<file path="config.mk">
export PLATFORM = sky130hd
export DESIGN_NAME = shift_sequencer_flat
export DESIGN_NICKNAME = d
export VERILOG_FILES = /design/src/rtl/shift_sequencer_if.sv /design/src/rtl/shift_sequencer.sv /design/src/flat_wrapper.sv
export SDC_FILE = /design/constraint.sdc
export NUM_CORES = 1
export LEC_CHECK = 0
export ABC_AREA = 1
export ABC_CLOCK_PERIOD_IN_PS = 1640
export CORE_MARGIN = 3
export CORE_UTILIZATION = 47
export DETAILED_ROUTE_END_ITERATION = 10
export GPL_TIMING_DRIVEN = 1
export PLACE_DENSITY = 0.79
export SLEW_MARGIN = 25
export SYNTH_ARGS = -nofsm -noshare
export SYNTH_HDL_FRONTEND = slang
export SYNTH_SLANG_ARGS = --single-unit
</file>
<file path="constraint.sdc">
create_clock -name clk -period 1.64 [get_ports clk]
set_input_delay 0.492 -clock clk [delete_from_list [all_inputs] [get_ports clk]]
set_output_delay 0.492 -clock clk [all_outputs]
set_load 0.01 [all_outputs]
</file>
<file path="src/rtl/shift_sequencer_if.sv">
// shift_sequencer_if: request/result handshake bundle for shift_sequencer.
//
// Signals:
//   in_valid / in_ready      request handshake (requester -> sequencer)
//   in_data [WIDTH]          operand to shift
//   in_shift [2]             00 pass, 01 logical left, 10 logical right, 11 arithmetic right
//   in_amt [AMT_W]           number of bit positions to shift
//   out_valid / out_ready    result handshake (sequencer -> consumer)
//   out_data [WIDTH]         shifted result, meaningful while out_valid=1
//   busy                     sequencer is not idle
//
// Modports:
//   slave  - the sequencer side
//   master - the requester/consumer side
interface shift_sequencer_if #(
    parameter int unsigned WIDTH = 16,
    parameter int unsigned AMT_W = 4
);
    logic             in_valid;
    logic             in_ready;
    logic [WIDTH-1:0] in_data;
    logic [1:0]       in_shift;
    logic [AMT_W-1:0] in_amt;
    logic             out_valid;
    logic             out_ready;
    logic [WIDTH-1:0] out_data;
    logic             busy;

    modport slave (
        input  in_valid, in_data, in_shift, in_amt, out_ready,
        output in_ready, out_valid, out_data, busy
    );

    modport master (
        output in_valid, in_data, in_shift, in_amt, out_ready,
        input  in_ready, out_valid, out_data, busy
    );
endinterface

</file>
<file path="src/rtl/shift_sequencer.sv">
// shift_sequencer: multi-cycle shift controller for the datapath shifter.
//
// Accepts one request (operand, shift code, amount) at a time, performs the shift as a series
// of per-clock steps, then holds the result until the consumer takes it.
//
// Ports:
//   clk    rising-edge clock
//   rst_n  asynchronous active-low reset
//   bus    shift_sequencer_if.slave (request/result handshakes, busy)
//
// Build option:
//   SHIFT_SEQ_FAST_EN - when defined, a step shifts by 4 bits while at least 4 remain,
//                       otherwise by 1. Results are identical; only latency changes.
module shift_sequencer #(
    parameter int unsigned WIDTH = 16,
    parameter int unsigned AMT_W = 4
) (
    input logic                  clk,
    input logic                  rst_n,
    shift_sequencer_if.slave     bus
);

    localparam logic [1:0] IDLE  = 2'd0;
    localparam logic [1:0] SHIFT = 2'd1;
    localparam logic [1:0] DONE  = 2'd2;

    localparam logic [1:0] OP_PASS = 2'b00;
    localparam logic [1:0] OP_SLL  = 2'b01;
    localparam logic [1:0] OP_SRL  = 2'b10;
    localparam logic [1:0] OP_SRA  = 2'b11;

    logic [1:0]       state_q, state_d;
    logic [WIDTH-1:0] acc_q, acc_d;
    logic [AMT_W-1:0] cnt_q, cnt_d;
    logic [1:0]       op_q, op_d;

    logic [2:0]       step;
    logic [WIDTH-1:0] acc_step;

    // Size of the current step in bit positions.
    always_comb begin
`ifdef SHIFT_SEQ_FAST_EN
        step = (cnt_q >= AMT_W'(4)) ? 3'd4 : 3'd1;
`else
        step = 3'd1;
`endif
    end

    // One step of the latched shift kind.
    always_comb begin
        acc_step = acc_q;
        case (op_q)
            OP_SLL:  acc_step = acc_q << step;
            OP_SRL:  acc_step = acc_q >> step;
            OP_SRA:  acc_step = WIDTH'($signed(acc_q) >>> step);
            default: acc_step = acc_q;
        endcase
    end

    always_comb begin
        state_d = state_q;
        acc_d   = acc_q;
        cnt_d   = cnt_q;
        op_d    = op_q;
        case (state_q)
            IDLE: begin
                if (bus.in_valid) begin
                    acc_d = bus.in_data;
                    op_d  = bus.in_shift;
                    cnt_d = bus.in_amt;
                    if (bus.in_shift == OP_PASS || bus.in_amt == '0) begin
                        state_d = DONE;
                    end else begin
                        state_d = SHIFT;
                    end
                end
            end
            SHIFT: begin
                acc_d = acc_step;
                cnt_d = cnt_q - AMT_W'(step);
                if (cnt_d == '0) begin
                    state_d = DONE;
                end
            end
            DONE: begin
                if (bus.out_ready) begin
                    state_d = IDLE;
                end
            end
            default: state_d = IDLE;
        endcase
    end

    always_ff @(posedge clk or negedge rst_n) begin
        if (!rst_n) begin
            state_q <= IDLE;
            acc_q   <= '0;
            cnt_q   <= '0;
            op_q    <= OP_PASS;
        end else begin
            state_q <= state_d;
            acc_q   <= acc_d;
            cnt_q   <= cnt_d;
            op_q    <= op_d;
        end
    end

    assign bus.in_ready  = (state_q == IDLE);
    assign bus.out_valid = (state_q == DONE);
    assign bus.out_data  = acc_q;
    assign bus.busy      = (state_q != IDLE);

endmodule

</file>
<file path="src/flat_wrapper.sv">
// flat-port wrapper written by rule: the top's interface ports become plain ports
module shift_sequencer_flat 
#(
    parameter int unsigned WIDTH = 16,
    parameter int unsigned AMT_W = 4
)
  (clk, rst_n, bus_in_valid, bus_in_data, bus_in_shift, bus_in_amt, bus_out_ready, bus_in_ready, bus_out_valid, bus_out_data, bus_busy);
  shift_sequencer_if #(.WIDTH(WIDTH), .AMT_W(AMT_W)) bus_i ();
  input logic clk;
  input logic rst_n;
  input wire logic [$bits(bus_i.in_valid)-1:0] bus_in_valid;
  input wire logic [$bits(bus_i.in_data)-1:0] bus_in_data;
  input wire logic [$bits(bus_i.in_shift)-1:0] bus_in_shift;
  input wire logic [$bits(bus_i.in_amt)-1:0] bus_in_amt;
  input wire logic [$bits(bus_i.out_ready)-1:0] bus_out_ready;
  output wire logic [$bits(bus_i.in_ready)-1:0] bus_in_ready;
  output wire logic [$bits(bus_i.out_valid)-1:0] bus_out_valid;
  output wire logic [$bits(bus_i.out_data)-1:0] bus_out_data;
  output wire logic [$bits(bus_i.busy)-1:0] bus_busy;
  assign bus_i.in_valid = bus_in_valid;
  assign bus_i.in_data = bus_in_data;
  assign bus_i.in_shift = bus_in_shift;
  assign bus_i.in_amt = bus_in_amt;
  assign bus_i.out_ready = bus_out_ready;
  assign bus_in_ready = bus_i.in_ready;
  assign bus_out_valid = bus_i.out_valid;
  assign bus_out_data = bus_i.out_data;
  assign bus_busy = bus_i.busy;
  shift_sequencer #(.WIDTH(WIDTH), .AMT_W(AMT_W)) u_core (.clk(clk), .rst_n(rst_n), .bus(bus_i));
endmodule
</file>
==> out/qor.yml <==
synth_ff_type: "dfrtp_1"
synth_enable_flop_cells: 0
h-tree-depth: 1
io_buffers: 44
synth_top_cell_by_area: "dfrtp_1"
track_usage_pct: 21.1
hpwl_mm: 2.73
max_stage_delay_ns: 0.42
drive_gt1_share_pct: 25.3
die_h_um: 63.2
area_growth_pct: 53.6
power_frac_comb_pct: 72.5
gr-total-overflow: 0
yosysMostFrequentCell: "nand2_1"
seq_area_frac_synth_pct: 39.1
timing.final.crit_period_ns: 1.61
cts_tree: "built"
netlist_area_sq_um: 1540
grt_pass1_vias: 1508
grt_max_degree: 25
hold_buffers: 0
crit_buf_inv: 2
ys_warn_count: 0
cts_num_sinks: 24
crit_family: "flip-flops"
clock_latency_ns: 0.31
clk_path_buf_depth: 2
p_leak_uw: 0.00123
synth_area_leaders: "dfrtp_1, nand2_1, o21ai_2, o211ai_1, inv_1"
antenna_found_initial: 0
worst_slack_ns: 0.0265
syn_area_per_cell_sq_um: 7.17
antenna_cells: 0
placedCellCount: 308
critPathSlowestCell: "dfrtp_1"
synth_cell_type_count: 22
firstDrtPassIters: 4
fmax_ghz: 0.620
via_per_inst: 4.98
end_kind: "output port"
finalHoldViolations: 0
cp.arrival_ns: 1.12
vias: 1660
tightest_slew_ns: 0.324
crit_fanout: 3
clkTransAtPathRegs_ns: 0.13
drt_iter0_drc: 99
synthCells: 214
synth_seq_cells: 24
p_sw_uw: 2210
irDropWorstVdd_mv: 1.01
seqPwrFrac_pct: 22.2
cts_buffers: 3
synth_async_sr_flop_share_pct: 100
utilization_pct: 76.6
post-place-ws_ns: -0.0593
slew_violations: 0
fp.dieW_um: 63.2
start_kind: "flop"
r2r_slack_ns: 0.04
fin_nets: 319
final_cells: 333
cap_violations: 0
switching_share_pct: 45.5
ios: 45
yosysTopAreaCellShare_pct: 39.1
rsz0062_at_grt: "true"
rows: 20
finalSetupViolations: 0
die_area_sq_um: 3990
place_congestion: 0.818
start_util_pct: 49.9
slew-limit-headroom_pct: 78.4
cp.required_ns: 1.15
syn_nets: 242
power_density_nw_per_um2: 2060
p_int_uw: 2650
worstSetupPathType: "flop to output port"
worstPathCellList: "nor2_2 -> inv_1 -> buf_2"
wl_per_cell_um: 12.5
hp-class: "input pin to asynchronous set/reset pin"
drc: 0
status: "completed"
cts_root_buffer: "clkbuf_4"
postRouteWirelength_mm: 4.17
core_area_sq_um: 3080
grt_first_pass_wirelength_mm: 6.78
finalCritPeriodShare_pct: 98.4
fin_skew_ns: 0.000879
netlist_top_cells_count: "nand2_1, inv_1, dfrtp_1, o211ai_1"
drtAntennaViolNets: 0
p_clk_share_pct: 5.3
placed cells by master (no fill, tap or decap):
master and count:
inv_4 2, buf_6 3, dlygate4sd2_1 16, clkbuf_16 2, clkbuf_2 1, buf_12 2, inv_1 26, a21boi_1 1
nor2_2 1, nor2_1 7, inv_2 1, clkdlybuf4s50_1 25, ha_1 2, buf_2 1, clkbuf_4 3, nand3_1 8
buf_4 30, o21ai_0 12, o21ai_2 13, nand2_4 3, o21ai_1 3, nand2_2 8, dfrtp_1 24, xnor2_1 1
inv_8 1, nand2_1 75, a21oi_1 2, o211ai_1 14, nor2_4 2
per-stage QoR:
step / power [uW] / TNS, ns / area (sq um) / hold slack, ns
CTS: 4450 / 0 / 2240 / 0.527
global placement: 3970 / -0.251 / 2110 / 0.499
global route: 5280 / -0.223 / 2360 / 0.532
finish: 4870 / 0 / 2360 / 0.523
detailed placement: 4040 / -0.597 / 2110 / 0.507
floorplan: 2900 / 0 / 1540 / 0.196
kinds of logic (layout without fill, tap and decap cells):
logic type,Yosys count,count (layout),synth area share (%)
xor+xnor,1,1,0.571
fa+ha+maj,2,2,1.63
flops,24,24,39.1
buf+inv,38,113,10.8
simple gates,104,104,27.5
compound gates,45,45,20.3
path summary, 6_finish.rpt:
kind | start | endpoint | cells after the start
worst max-delay path | u_core.state_q[1] | bus_busy | 3
worst min-delay path | rst_n | u_core.cnt_q[2] | 2
worst max register to register | u_core.state_q[1] | u_core.bus.out_data[4] | 12
worst min register to register | u_core.op_q[0] | u_core.op_q[0] | 2
max in group asynchronous | rst_n | u_core.bus.out_data[1] | 2
min in group clk | u_core.op_q[0] | u_core.op_q[0] | 2
power by group through the flow:
stage	Clock [uW]	Sequential (uW)	Combinational, uW
2_1_floorplan	0	1190	1700
3_3_place_gp	0	1140	2830
3_5_place_dp	0	1160	2880
4_1_cts	265	1070	3120
5_1_grt	291	1130	3860
6_report	257	1080	3530
what timing repair did:
item                                    CTS  global route
pin swaps                                 1             4
gates cloned                              0             2
gates resized for setup                  27            20
setup buffers                            18             3
endpoints found under the setup margin   19            24
per-layer routing:
layer  track usage, %  part of all wire, %  vias up
met4             8.26                  2.0        0
met5                0                    0        -
met3             1.78                  4.1        8
met2             35.4                   51       44
met1             27.9                   43      770
li1                 -                    -      838
worst register-to-register path: cells and delay by family (launching register included):
family                 cells  cell delay [ns]
flip-flops                 1             0.42
AND/OR/NAND/NOR            5             0.46
buffers and inverters      6             0.57
AO/OA/AOI/OAI              1             0.05
area by class of cell:
type	count	area [sq um]
repair buffers	80	749
inverters	30	125
fillers	241	719
clock buffers	3	22.5
flip-flops and latches	24	601
well taps	44	55.1
multi-input cells	152	806
state kept, by name, summed over array words and instances, names as in the netlist:
register             flops
u_core.op_q              2
u_core.cnt_q             4
u_core.state_q           2
u_core.bus.out_data     16
No activity file was read; power rests on OpenSTA's default activity.
